===== src/rtl/crc_sig_pkg.sv =====
// Shared definitions for the CRC/signature checker: FSM state encoding and
// the default 64-bit feedback taps and seed.
package crc_sig_pkg;

    typedef enum logic [2:0] {
        ST_IDLE  = 3'd0,
        ST_SEED  = 3'd1,
        ST_WARM  = 3'd2,
        ST_RUN   = 3'd3,
        ST_CHECK = 3'd4,
        ST_DONE  = 3'd5
    } state_t;

    localparam logic [63:0] CRC_TAPS = 64'h8000_0000_0000_0005;
    localparam logic [63:0] CRC_SEED = 64'h5aef0c8d_d70a4497;

endpackage


===== src/rtl/misr_reg.sv =====
// Shift register with XOR feedback. With data tied to 0 it is a plain LFSR;
// with live data it compacts that data into a multiple-input signature.
module misr_reg
    import crc_sig_pkg::*;
#(
    parameter int               WIDTH = 64,
    parameter logic [WIDTH-1:0] TAPS  = WIDTH'(CRC_TAPS)
) (
    input  logic             clk,
    input  logic             reset,
    input  logic             load,
    input  logic [WIDTH-1:0] load_val,
    input  logic             en,
    input  logic [WIDTH-1:0] data,
    output logic [WIDTH-1:0] q
);

    function automatic logic [WIDTH-1:0] step(input logic [WIDTH-1:0] x);
        return {x[WIDTH-2:0], ^(x & TAPS)};
    endfunction

    // Load wins over stepping so a fresh run always starts from load_val.
    always_ff @(posedge clk or posedge reset) begin
        if (reset) begin
            q <= '0;
        end else if (load) begin
            q <= load_val;
        end else if (en) begin
            q <= data ^ step(q);
        end
    end

endmodule


===== config.mk =====
export PLATFORM = sky130hd
export DESIGN_NAME = misr_reg
export DESIGN_NICKNAME = d
export VERILOG_FILES = /design/src/rtl/crc_sig_pkg.sv /design/src/rtl/misr_reg.sv
export SDC_FILE = /design/constraint.sdc
export NUM_CORES = 1
export LEC_CHECK = 0
export BUFFER_PORTS_ARGS = -buffer_cell sky130_fd_sc_hd__buf_2
export CAP_MARGIN = 5
export CORE_MARGIN = 2
export CORE_UTILIZATION = 40
export DETAILED_ROUTE_END_ITERATION = 10
export PLACE_DENSITY = 0.86
export SLEW_MARGIN = 20
export SYNTH_ARGS = -nofsm -noshare
export SYNTH_HDL_FRONTEND = slang
export SYNTH_SLANG_ARGS = --single-unit

===== constraint.sdc =====
create_clock -name clk -period 1.5 [get_ports clk]
set_input_delay 0.075 -clock clk [delete_from_list [all_inputs] [get_ports clk]]
set_output_delay 0.075 -clock clk [all_outputs]
set_load 0.05 [all_outputs]

==> results of run 1 <==
[area by class of cell]
| type | instances | area [sq um] |
|---|---|---|
| Clock buffer | 12 | 135 |
| Clock inverter | 4 | 45.0 |
| Fill cell | 659 | 3180 |
| Inverter | 1 | 7.51 |
| Multi-Input combinational cell | 262 | 1810 |
| Sequential cell | 64 | 1600 |
| Tap cell | 108 | 135 |
| Timing Repair Buffer | 265 | 1720 |
[cells in the final DEF, fill, tap and decap left out, drive strengths merged, types with 3 or more instances in the layout]
cell type	instances
o21ai	64
mux2i	63
clkbuf	12
buf	200
nand2	63
clkinv	3
dlygate4sd3	65
xor2	63
dfrtp	64
[kinds of logic (layout without fill, tap and decap cells)]
logic type / count (synthesis) / after routing / synth area share, %
AND/OR/NAND/NOR: 69 / 69 / 8.14
AO/OA/AOI/OAI: 66 / 66 / 9.39
XOR/XNOR: 64 / 64 / 15.9
flip-flops: 64 / 64 / 45.5
multiplexers: 63 / 63 / 17.9
buffers and inverters: 22 / 282 / 3.13
[stage by stage]
step	instances	hold WS, ns	power, mW	worst slack, ns	instance area [sq um]
CTS	716	0.0432	5.63	0.228	5450
global route	716	0.0634	5.89	0.187	5450
global placement	635	0.195	4.00	0.270	4620
finish	716	0.0770	5.59	0.200	5450
detailed placement	635	0.203	4.07	0.247	4620
floorplan	348	0.192	3.48	0.0749	3520
[where the power goes]
part / internal [mW] / switching [mW] / leakage, nW / total (mW)
clock network: 0.762 / 0.637 / 0.0941 / 1.40
logic: 0.720 / 1.31 / 2.00 / 2.03
registers: 1.94 / 0.218 / 0.771 / 2.16
[metal layers]
| layer | global-route usage (%) | wire, um | share of wire [%] |
|---|---|---|---|
| met1 | 25.0 | 4120 | 40 |
| met2 | 39.9 | 5560 | 54 |
| met3 | 3.79 | 438 | 4.2 |
| met4 | 9.51 | 242 | 2.3 |
| met5 | 0 | 0 | 0 |
[worst max-delay path, cell delays in order (launching register included)]
cell                       delay, ns
sky130_fd_sc_hd__dfrtp_1        0.46
sky130_fd_sc_hd__or4b_1         0.52
sky130_fd_sc_hd__a21oi_1        0.13
sky130_fd_sc_hd__nand3b_1       0.12
[path summary, 6_finish.rpt]
check                        end  slack, ns  cells after the start  start
max                         q[0]       0.20                      3   q[2]
min                         q[0]       0.08                      3   load
max reg2reg                 q[0]       0.20                      3   q[2]
min reg2reg                q[17]       0.61                      2  q[17]
max in group asynchronous  q[55]       0.83                      4  reset
min in group asynchronous  q[50]       0.40                      4  reset
[timing repair]
action,in CTS,in global routing
endpoints found under the hold margin,128,0
hold buffers,65,0
resized for setup,0,0
==> results.txt, run 1 <==
----------------------------------------------------
[Logic synthesis]
  Synth top area cells ... sky130_fd_sc_hd__dfrtp_1 46%, sky130_fd_sc_hd__mux2i_1 18%, sky130_fd_sc_hd__xor2_1 16%
  Yosys top cell by area ... sky130_fd_sc_hd__dfrtp_1
  Proportion of register bits with asynchronous set or reset after synthesis ... 100%
  Most frequent cells after synthesis ... 64 x sky130_fd_sc_hd__dfrtp_1, 64 x sky130_fd_sc_hd__o21ai_0, 63 x sky130_fd_sc_hd__mux2i_1, 63 x sky130_fd_sc_hd__nand2_1, 63 x sky130_fd_sc_hd__xor2_1
  Number of instances in the synthesized netlist ... ~350
  Fraction of post-synthesis cell area in the top cell type by area ... between 40% and 50%
  Main synth FF type ... sky130_fd_sc_hd__dfrtp_1
  Mapped cell area ... 3520 sq um
  YS warnings ... 0
  Unique masters post-synth ... 16
  Syn nets ... 480
  Number of synthesized flops with an enable pin ... 0
  Flip-flop and latch count after synthesis ... 64
  Post-synthesis sequential area ratio ... ~46%
  Synthesized area divided by synthesized cell count ... ~10 sq um

[Finish]
  Layout net count ... between 700 and 800
  Max reg flops ... 64
  Fraction of layout cells with a size suffix above 1 ... between 30% and 40%
  Finished Core Util ... a little over three fifths
  Relative area change from synthesis to final layout ... 54.9%
  Final antenna diode count ... 0
  Biggest regs ... q: 64 flops
  Top register by number of flip-flops ... q

[STA]
  Number of slew-limit violations in the final report ... 0
  Actual transition at the worst max-transition pin ... roughly 0.35 ns
  RSZ-0062 raised after global routing ... false
  Period Utilization, post-route ... slightly below 90%
  Final hold viol count ... 0
  Final setup TNS ... 0 ns
  Setup violation total in the final timing report ... 0
  Layout Skew ... 0.00810 ns
  Max Clk Rate ... roughly 0.77 GHz
  Final period demand of the worst path ... between 1 and 1.5 ns
  Rel. slew slack ... 76.4%

[GRT]
  Largest net degree at the start of global routing ... 87
  Overflow after GRT ... 0
  Global-route wire length before repair ... roughly 17000 um
  Antenna violations before repair ... 0
  Via count of the first global-routing pass ... 3708
  Global-route usage over all layers ... approximately 22%

[Clock tree]
  Number of sinks on the clock net ... 64
  # H-tree levels ... 3
  Master cell of the clock root buffer ... sky130_fd_sc_hd__clkbuf_8
  TritonCTS clock tree ... built
  Post-CTS setup buffer count ... 0
  Clock insertion delay at the later pin of the skew report ... about 0.32 ns
  Clock transition at the registers of the reported paths ... 0.07 ns
  Max Root-Sink Buffers ... 2
  Clock buffers created by TritonCTS ... 9

[Place]
  Final Wtd Congestion ... just under 0.8
  Count of buffers inserted at the top-level ports ... 195
  Estimated wirelength of the detail-placed design ... about 6500 um

[Power and ir drop]
  Worst vdd rail ir drop ... 630 uV
  Power density cells ... between 1000 and 1500 nW/um^2
  Leakage power ... 2.86 nW

[Setup path]
  Type of the worst setup path ... flop to flop
  CP Data Required Time ... approximately 1.8 ns
  Type of origin of the critical path ... flop
  Maximum fanout along the worst path ... 7
  Kind of end point of the critical path ... flop
  Signal arrival time at the worst endpoint ... ~1.6 ns

[Status]
  Result of the run ... finished clean

[Routing]
  Antenna viol nets, final ... 0
  Total Routed Length ... between 10000 and 15000 um
  Detailed-route DRC error count ... 0
  Initial drt markers ... 120
  Average detailed-routed wire length per instance ... roughly 14 um
  Vias per Instance ... 4.85
  Iteration count of the initial detailed-routing pass ... 4
  DR vias ... around 3500

[Floorplan]
  Starting utilization of the core area ... just over 40%
  Area of the die ... between 9000 and 10000 sq um
  Boundary pin count ... 196
  Number of placement rows ... 34
  Die height ... around 98 um
  Chip Width ... 97.8 um
  Core Box Area ... 8640 sq um

[Run]
  Maxcap violations ... 0

[Min path]
  Hold/Removal Path Class ... input port to flop

----------------------------------------------------
Power figures use the tool's default switching activity.
==> run 2, diff against run 1 <==
--- a/config.mk
+++ b/config.mk
@@ -7,7 +7,6 @@
 export LEC_CHECK = 0
 export BUFFER_PORTS_ARGS = -buffer_cell sky130_fd_sc_hd__buf_2
 export CAP_MARGIN = 5
-export CORE_MARGIN = 2
 export CORE_UTILIZATION = 40
 export DETAILED_ROUTE_END_ITERATION = 10
 export PLACE_DENSITY = 0.86
==> constraint.sdc (replaced) <==
create_clock -name clk -period 1.5 [get_ports clk]
set_input_delay 0.3 -clock clk [delete_from_list [all_inputs] [get_ports clk]]
set_output_delay 0.3 -clock clk [all_outputs]
set_load 0.05 [all_outputs]
==> run 2 against run 1 <==
  * Clock-buffer cell count increased by 1
  * Routed wire length shrank 18%
  * Critical path depth is 2 lower
  * Global-route usage down 3.4 points
  * Combinational power decreased by 8%
  * Sequential power about the same
  * Flip-flop and latch count did not move
  * Total power shrank 1.6%
  * Sequential share of layout area up 3.9 points
  * Via count down 9.6%
  * Critical path type is now flop to primary output
  * Largest cell class unchanged
==> results.txt, run 2 (synthesized netlist as in run 1, its figures left out) <==
----------------------------------------------------
[Clock tree]
  Master cell of the clock root buffer ... sky130_fd_sc_hd__clkbuf_8
  Number of sinks on the clock net ... 64 (unchanged)
  Post-CTS setup buffer count ... 0 (unchanged)
  Max Root-Sink Buffers ... 2 (unchanged)
  Clock insertion delay at the later pin of the skew report ... 0.33 ns (about the same)
  Clock transition at the registers of the reported paths ... 0.07 ns (about the same)
  Number of hold buffers added after cts ... 0 (-100%)
  TritonCTS clock tree ... built
  # H-tree levels ... 3 (unchanged)
  Clock buffers created by TritonCTS ... 9 (unchanged)
  Count of cells resized by post-cts repair ... 0 (unchanged)

[GRT]
  Via count of the first global-routing pass ... 3114 (-16%)
  Overflow after GRT ... 0 (unchanged)
  Largest net degree at the start of global routing ... 128 (+47%)
  Global-route usage over all layers ... 18.4% (-3.4 points)
  Global-route wire length before repair ... 13100 um (-23%)
  Antenna violations before repair ... 0 (unchanged)

[Finish]
  Most frequent cells in the layout ... 193 x sky130_fd_sc_hd__buf_2, 64 x sky130_fd_sc_hd__o21ai_0, 64 x sky130_fd_sc_hd__dfrtp_1
  Fraction of layout cells with a size suffix above 1 ... 39.6% (+4.4 points)
  Biggest regs ... q: 64 flops
  Most common cell after layout, fill and taps aside ... sky130_fd_sc_hd__buf_2
  Final Non-Filler Cells ... 648 (-9.5%)
  Layout net count ... 670 (-8.8%)
  Max reg flops ... 64 (unchanged)
  Top register by number of flip-flops ... q
  Relative area change from synthesis to final layout ... 36.8%
  Finished Core Util ... 57.5% (-5.7 points)
  Final antenna diode count ... 0 (unchanged)

[Status]
  Result of the run ... finished clean

[Floorplan]
  Die height ... 95.8 um (-2.0%)
  Starting utilization of the core area ... 42.0% (+1.2 points)
  Boundary pin count ... 196 (unchanged)
  Area of the die ... 9180 sq um (-4.0%)
  Chip Width ... 95.8 um (-2.0%)
  Number of placement rows ... 33 (-2.9%)
  Core Box Area ... 8380 sq um (-2.9%)

[STA]
  Period Utilization, post-route ... 93.0% (+6.3 points)
  Max Clk Rate ... 0.717 GHz (-6.8%)
  Final setup TNS ... 0 ns (unchanged)
  Number of slew-limit violations in the final report ... 0 (unchanged)
  WHS ... 0.0442 ns (-0.0327 ns)
  Setup violation total in the final timing report ... 0 (unchanged)
  Rel. slew slack ... 68.9% (-7.4 points)
  Final period demand of the worst path ... 1.39 ns (+0.0945 ns)
  Layout Skew ... 0.0125 ns (+0.00440 ns)
  Final hold viol count ... 0 (unchanged)
  Actual transition at the worst max-transition pin ... 0.466 ns (+0.112 ns)
  RSZ-0062 raised after global routing ... false

[Setup path]
  Maximum fanout along the worst path ... 7 (unchanged)
  Slowest stage cell on the critical path ... sky130_fd_sc_hd__dfrtp_1
  Type of origin of the critical path ... flop
  Cell chain of the critical path ... buf_2
  Crit path buf inv count ... 1 (+1)
  Largest stage delay on the critical path ... 0.46 ns (-0.06 ns)
  CP Data Required Time ... 1.20 ns (-0.56 ns)
  Kind of end point of the critical path ... primary output
  Cell family with most CP delay ... flip-flops
  Signal arrival time at the worst endpoint ... 1.09 ns (-0.47 ns)
  Type of the worst setup path ... flop to primary output

[Place]
  Count of buffers inserted at the top-level ports ... 195 (unchanged)
  Total instance count after detailed placement ... 632 (-0.47%)
  Final Wtd Congestion ... 0.754 (-5.3%)
  Estimated wirelength of the detail-placed design ... 6300 um (-3.7%)

[Routing]
  Vias per Instance ... 4.85 (about the same)
  DR vias ... 3143 (-9.6%)
  Average detailed-routed wire length per instance ... 13.0 um (-9.9%)
  Iteration count of the initial detailed-routing pass ... 4 (unchanged)
  Antenna viol nets, final ... 0 (unchanged)
  Total Routed Length ... 8450 um (-18%)
  Detailed-route DRC error count ... 0 (unchanged)
  Initial drt markers ... 77 (-36%)

[Power and ir drop]
  Leakage power ... 2.60 nW (-9.2%)
  Power density cells ... 1140 nW/um^2 (+11%)
  Worst vdd rail ir drop ... 585 uV (-7.2%)

[Run]
  Maxcap violations ... 0 (unchanged)

[Min path]
  Hold/Removal Path Class ... input port to asynchronous set/reset pin

----------------------------------------------------
run 2: layout make-up:
type	count	area, sq um
multi-input cells	262	1810
inverters	1	7.51
flip-flops and latches	64	1600
repair buffers	200	1070
fillers	766	3570
clock inverters	3	40.0
well taps	105	131
clock buffers	13	159
run 2: per-layer routing:
metal  part of all wire (%)  vias up  track usage (%)
met3                    6.1       11             4.27
met2                     52      118             35.0
met5                      0        -                0
met4                    1.3        0             7.34
li1                       -     1554                -
met1                     41     1460             19.5
run 2: final timing paths:
check / to / depth (start not counted) / start / slack (ns)
min: q[43] / 3 / reset / 0.04
min in group clk: q[44] / 3 / load_val[44] / 0.17
max in group asynchronous: q[55] / 3 / reset / 1.17
min reg2reg: q[12] / 2 / q[12] / 0.62
max reg2reg: q[0] / 3 / q[0] / 0.26
max: q[0] / 1 / q[0] / 0.11
run 2: through the flow:
stage | total power, mW | area [sq um] | setup slack (ns)
3_3_place_gp | 4.01 | 4620 | 0.252
6_report | 5.49 | 4820 | 0.105
2_1_floorplan | 3.48 | 3520 | 0.0749
5_1_grt | 5.79 | 4820 | 0.0338
3_5_place_dp | 4.06 | 4620 | 0.234
4_1_cts | 5.56 | 4820 | 0.0806
run 2: where the power goes:
| part | internal (mW) | switching [mW] | leakage [nW] |
|---|---|---|---|
| clock | 0.855 | 0.618 | 0.103 |
| combinational | 0.612 | 1.26 | 1.73 |
| sequential | 1.94 | 0.213 | 0.771 |
| total | 3.41 | 2.09 | 2.60 |
==> run 3, diff against run 2 <==
--- a/config.mk
+++ b/config.mk
@@ -5,10 +5,12 @@
 export SDC_FILE = /design/constraint.sdc
 export NUM_CORES = 1
 export LEC_CHECK = 0
+export ABC_AREA = 1
 export BUFFER_PORTS_ARGS = -buffer_cell sky130_fd_sc_hd__buf_2
 export CAP_MARGIN = 5
-export CORE_UTILIZATION = 40
+export CORE_UTILIZATION = 39
 export DETAILED_ROUTE_END_ITERATION = 10
+export MAX_ROUTING_LAYER = met4
 export PLACE_DENSITY = 0.86
 export SLEW_MARGIN = 20
 export SYNTH_ARGS = -nofsm -noshare
==> run 3 against run 2 <==
  * Clock-buffer cell count down 1
  * First-iteration DRC count increased by 56%
  * Critical path depth is the same
  * Largest power group unchanged
==> results.txt, run 3 <==
----------------------------------------------------
[Routing]
  Total Routed Length ... 8630 um (+2.1%)
  Initial drt markers ... 120 (+56%)
  Detailed route wirelength on metal3 ... 534 um (+4.1%)
  Detailed-route DRC error count ... 0 (unchanged)
  Iteration count of the initial detailed-routing pass ... 4 (unchanged)
  Vias per Instance ... 5.11 (+5.4%)
  Antenna viol nets, final ... 0 (unchanged)
  Average detailed-routed wire length per instance ... 14.4 um (+11%)
  Met1 Routed Length ... 3580 um (+4.2%)
  DR vias ... 3058 (-2.7%)
  WL met2 ... 4340 um (-1.3%)
  Highest metal layer with signal wires ... met4

[Setup path]
  Largest stage delay on the critical path ... 0.48 ns (+0.02 ns)
  Slack of the worst reg-to-reg path ... 0.54 ns (+0.28 ns)
  Type of the worst setup path ... flop to primary output
  CP Data Required Time ... 1.20 ns (about the same)
  Maximum fanout along the worst path ... 6 (-1)
  Worst path depth ... 1 (unchanged)
  Crit path buf inv count ... 1 (unchanged)
  R2R Path End ... q[0]
  Worst reg2reg path startpoint ... q[2]
  Cell chain of the critical path ... buf_2
  Slowest stage cell on the critical path ... sky130_fd_sc_hd__dfrtp_1
  Type of origin of the critical path ... flop
  Signal arrival time at the worst endpoint ... 1.11 ns (+0.02 ns)
  Cell family with most CP delay ... flip-flops
  Length in cells of the worst reg-to-reg path ... 6 (+3)
  Kind of end point of the critical path ... primary output

[Status]
  Result of the run ... finished clean

[STA]
  Setup violation total in the final timing report ... 0 (unchanged)
  Final period demand of the worst path ... 1.41 ns (+0.0136 ns)
  Actual transition at the worst max-transition pin ... 0.490 ns (+0.0236 ns)
  RSZ-0062 raised after global routing ... false
  Final hold viol count ... 0 (unchanged)
  Number of slew-limit violations in the final report ... 0 (unchanged)
  Final setup TNS ... 0 ns (unchanged)
  Period Utilization, post-route ... 93.9% (+0.90 points)
  Layout Skew ... 0.0110 ns (-0.00146 ns)
  Max Clk Rate ... 0.710 GHz (-0.96%)
  Rel. slew slack ... 67.3% (-1.6 points)

[Clock tree]
  Clock transition at the registers of the reported paths ... 0.07 ns (about the same)
  Master cell of the clock root buffer ... sky130_fd_sc_hd__clkbuf_8
  TritonCTS clock tree ... built
  Post-CTS setup buffer count ... 0 (unchanged)
  Max Root-Sink Buffers ... 2 (unchanged)
  Clock buffers created by TritonCTS ... 9 (unchanged)
  # H-tree levels ... 3 (unchanged)
  Number of sinks on the clock net ... 64 (unchanged)
  Clock insertion delay at the later pin of the skew report ... 0.33 ns (about the same)

[Logic synthesis]
  Mux contribution to synthesized area ... 0% (-18 points)
  Synth top area cells ... sky130_fd_sc_hd__dfrtp_1 49%, sky130_fd_sc_hd__xnor2_1 17%, sky130_fd_sc_hd__a22oi_1 15%
  Simple-gate portion of the synthesized area ... 2.09% (-6.1 points)
  Mapped cell area ... 3240 sq um (-8.0%)
  Unique masters post-synth ... 16 (unchanged)
  Flip-flop and latch count after synthesis ... 64 (unchanged)
  Most frequent cells after synthesis ... 64 x sky130_fd_sc_hd__a22oi_1, 64 x sky130_fd_sc_hd__dfrtp_1, 64 x sky130_fd_sc_hd__xnor2_1
  Fraction of post-synthesis cell area in the top cell type by area ... 49.5% (+4.0 points)
  XOR/XNOR share of the synthesized area ... 17.3% (+1.4 points)
  YS warnings ... 0 (unchanged)
  Main synth FF type ... sky130_fd_sc_hd__dfrtp_1
  Combinational family with the most area after synthesis ... compound AO/OA/AOI/OAI gates
  Proportion of register bits with asynchronous set or reset after synthesis ... 100% (unchanged)
  Yosys top cell by area ... sky130_fd_sc_hd__dfrtp_1
  Area share of fa/ha/maj cells after synthesis ... 0% (unchanged)
  Synthesized area divided by synthesized cell count ... 10.9 sq um (+8.1%)
  Compound-Gate Fraction of Synth Area ... 24.6% (+15 points)
  Number of instances in the synthesized netlist ... 296 (-15%)
  Number of synthesized flops with an enable pin ... 0 (unchanged)
  Syn nets ... 428 (-11%)
  Post-synthesis sequential area ratio ... 49.5% (+4.0 points)

[Min path]
  Startpoint of the most critical hold path ... load_val[10]
  Worst min-delay path endpoint ... q[10]
  Hold path cells ... 3
  Hold/Removal Path Class ... input port to flop

[Floorplan]
  Number of placement rows ... 32 (-3.0%)
  Area of the die ... 8670 sq um (-5.6%)
  Core Box Area ... 7890 sq um (-5.9%)
  Starting utilization of the core area ... 41.0% (-0.95 points)
  Chip Width ... 93.1 um (-2.8%)
  Die height ... 93.1 um (-2.8%)
  Boundary pin count ... 196 (unchanged)

[Finish]
  Biggest regs ... q: 64 flops
  Max reg flops ... 64 (unchanged)
  Fraction of layout cells with a size suffix above 1 ... 44.2% (+4.6 points)
  Most frequent cells in the layout ... 195 x sky130_fd_sc_hd__buf_2, 64 x sky130_fd_sc_hd__xnor2_1, 64 x sky130_fd_sc_hd__a22oi_1, 64 x sky130_fd_sc_hd__dfrtp_1, 60 x sky130_fd_sc_hd__o21ai_1
  Final antenna diode count ... 0 (unchanged)
  Number of fill cells ... 719 (-6.1%)
  Relative area change from synthesis to final layout ... 37.5%
  Design area ... 4450 sq um (-7.6%)
  Top register by number of flip-flops ... q
  Layout net count ... 623 (-7.0%)
  Most common cell after layout, fill and taps aside ... sky130_fd_sc_hd__buf_2

[Place]
  Final Wtd Congestion ... 0.820 (+8.8%)
  Count of buffers inserted at the top-level ports ... 195 (unchanged)
  Estimated wirelength of the detail-placed design ... 6390 um (+1.5%)
  Cell area after placement ... 4260 sq um (-7.7%)

[Power and ir drop]
  Worst vdd rail ir drop ... 547 uV (-6.5%)
  Internal power ... 3.29 mW (-3.4%)
  Leakage power ... 2.11 nW (-19%)
  Combinational share of power ... 33.6% (-0.4 points)
  Clock power share ... 26.0% (-0.8 points)
  Portion of total power attributed to sequential cells ... 40.4% (+1.2 points)
  Power density cells ... 1190 nW/um^2 (+4.6%)
  Power dissipated by switching net loads ... 2.02 mW (-3.3%)
  Switching part of the total power ... 38.0% (about the same)

[Run]
  Maxcap violations ... 0 (unchanged)

[GRT]
  Antenna violations before repair ... 0 (unchanged)
  Overflow after GRT ... 0 (unchanged)
  Global-route usage over all layers ... 20.7% (+2.3 points)
  Via count of the first global-routing pass ... 2925 (-6.1%)
  Largest net degree at the start of global routing ... 64 (-50%)
  Global-route wire length before repair ... 13500 um (+3.0%)

----------------------------------------------------
run 3: cell count changes after synthesis, sizes merged, moves of 51 or more:
cell / before / now
a22oi: 0 / 64
xor2: 63 / 0
nand2: 63 / 12
xnor2: 1 / 64
mux2i: 63 / 0
run 3: how the worst max path moves through the flow:
stage | from | endpoint
floorplan | q[2] | q[0]
global placement | load | q[24]
detailed placement | load | q[24]
CTS | q[2] | q[2]
global route | q[2] | q[2]
finish | q[2] | q[2]
run 3: kinds of logic (layout without fill, tap and decap cells):
family	Yosys count	after routing
buffers and inverters	26	226
DFF	64	64
xor gates and xnor gates	64	64
and+or+nand+nor	15	15
AOI/OAI and AO/OA	127	127
run 3: per-layer routing:
metal / vias to the layer above / track usage, %
li1: 1453 / -
met2: 131 / 36.5
met4: 0 / 7.82
met3: 14 / 4.23
met1: 1460 / 23.1
met5: - / -
run 3: metrics by stage:
step	worst slack, ns	std cells	utilization [%]	hold WS [ns]	power [mW]
3_5_place_dp	0.0307	581	54.0	0.350	3.97
5_1_grt	0.0331	598	56.4	0.211	5.59
3_3_place_gp	0.0885	581	54.0	0.341	3.93
4_1_cts	0.0563	598	56.4	0.206	5.37
6_report	0.0914	598	56.4	0.223	5.31
2_1_floorplan	0.357	296	-	0.431	3.43
run 3: what timing repair did:
action | CTS | global route
endpoints found under the setup margin | 0 | 0
hold buffers | 1 | 0
hold endpoints to repair | 15 | 0
resized for setup | 0 | 0
run 3: cell type report:
type                            instances  area (sq um)  area share [%]
Sequential cell                        64          1600            36.0
Multi-Input combinational cell        206          1420            32.0
Timing Repair Buffer                  203          1090            24.5
Clock buffer                           12           135            3.04
Tap cell                              102           128            2.87
Clock inverter                          4          45.0            1.01
Inverter                                7          30.0           0.675
run 3: power groups by stage:
stage | sequential (mW) | clock, mW | combinational (mW)
4_1_cts | 2.14 | 1.43 | 1.80
3_3_place_gp | 2.16 | 0 | 1.77
5_1_grt | 2.18 | 1.51 | 1.90
2_1_floorplan | 2.87 | 0 | 0.565
6_report | 2.14 | 1.38 | 1.79
3_5_place_dp | 2.17 | 0 | 1.80
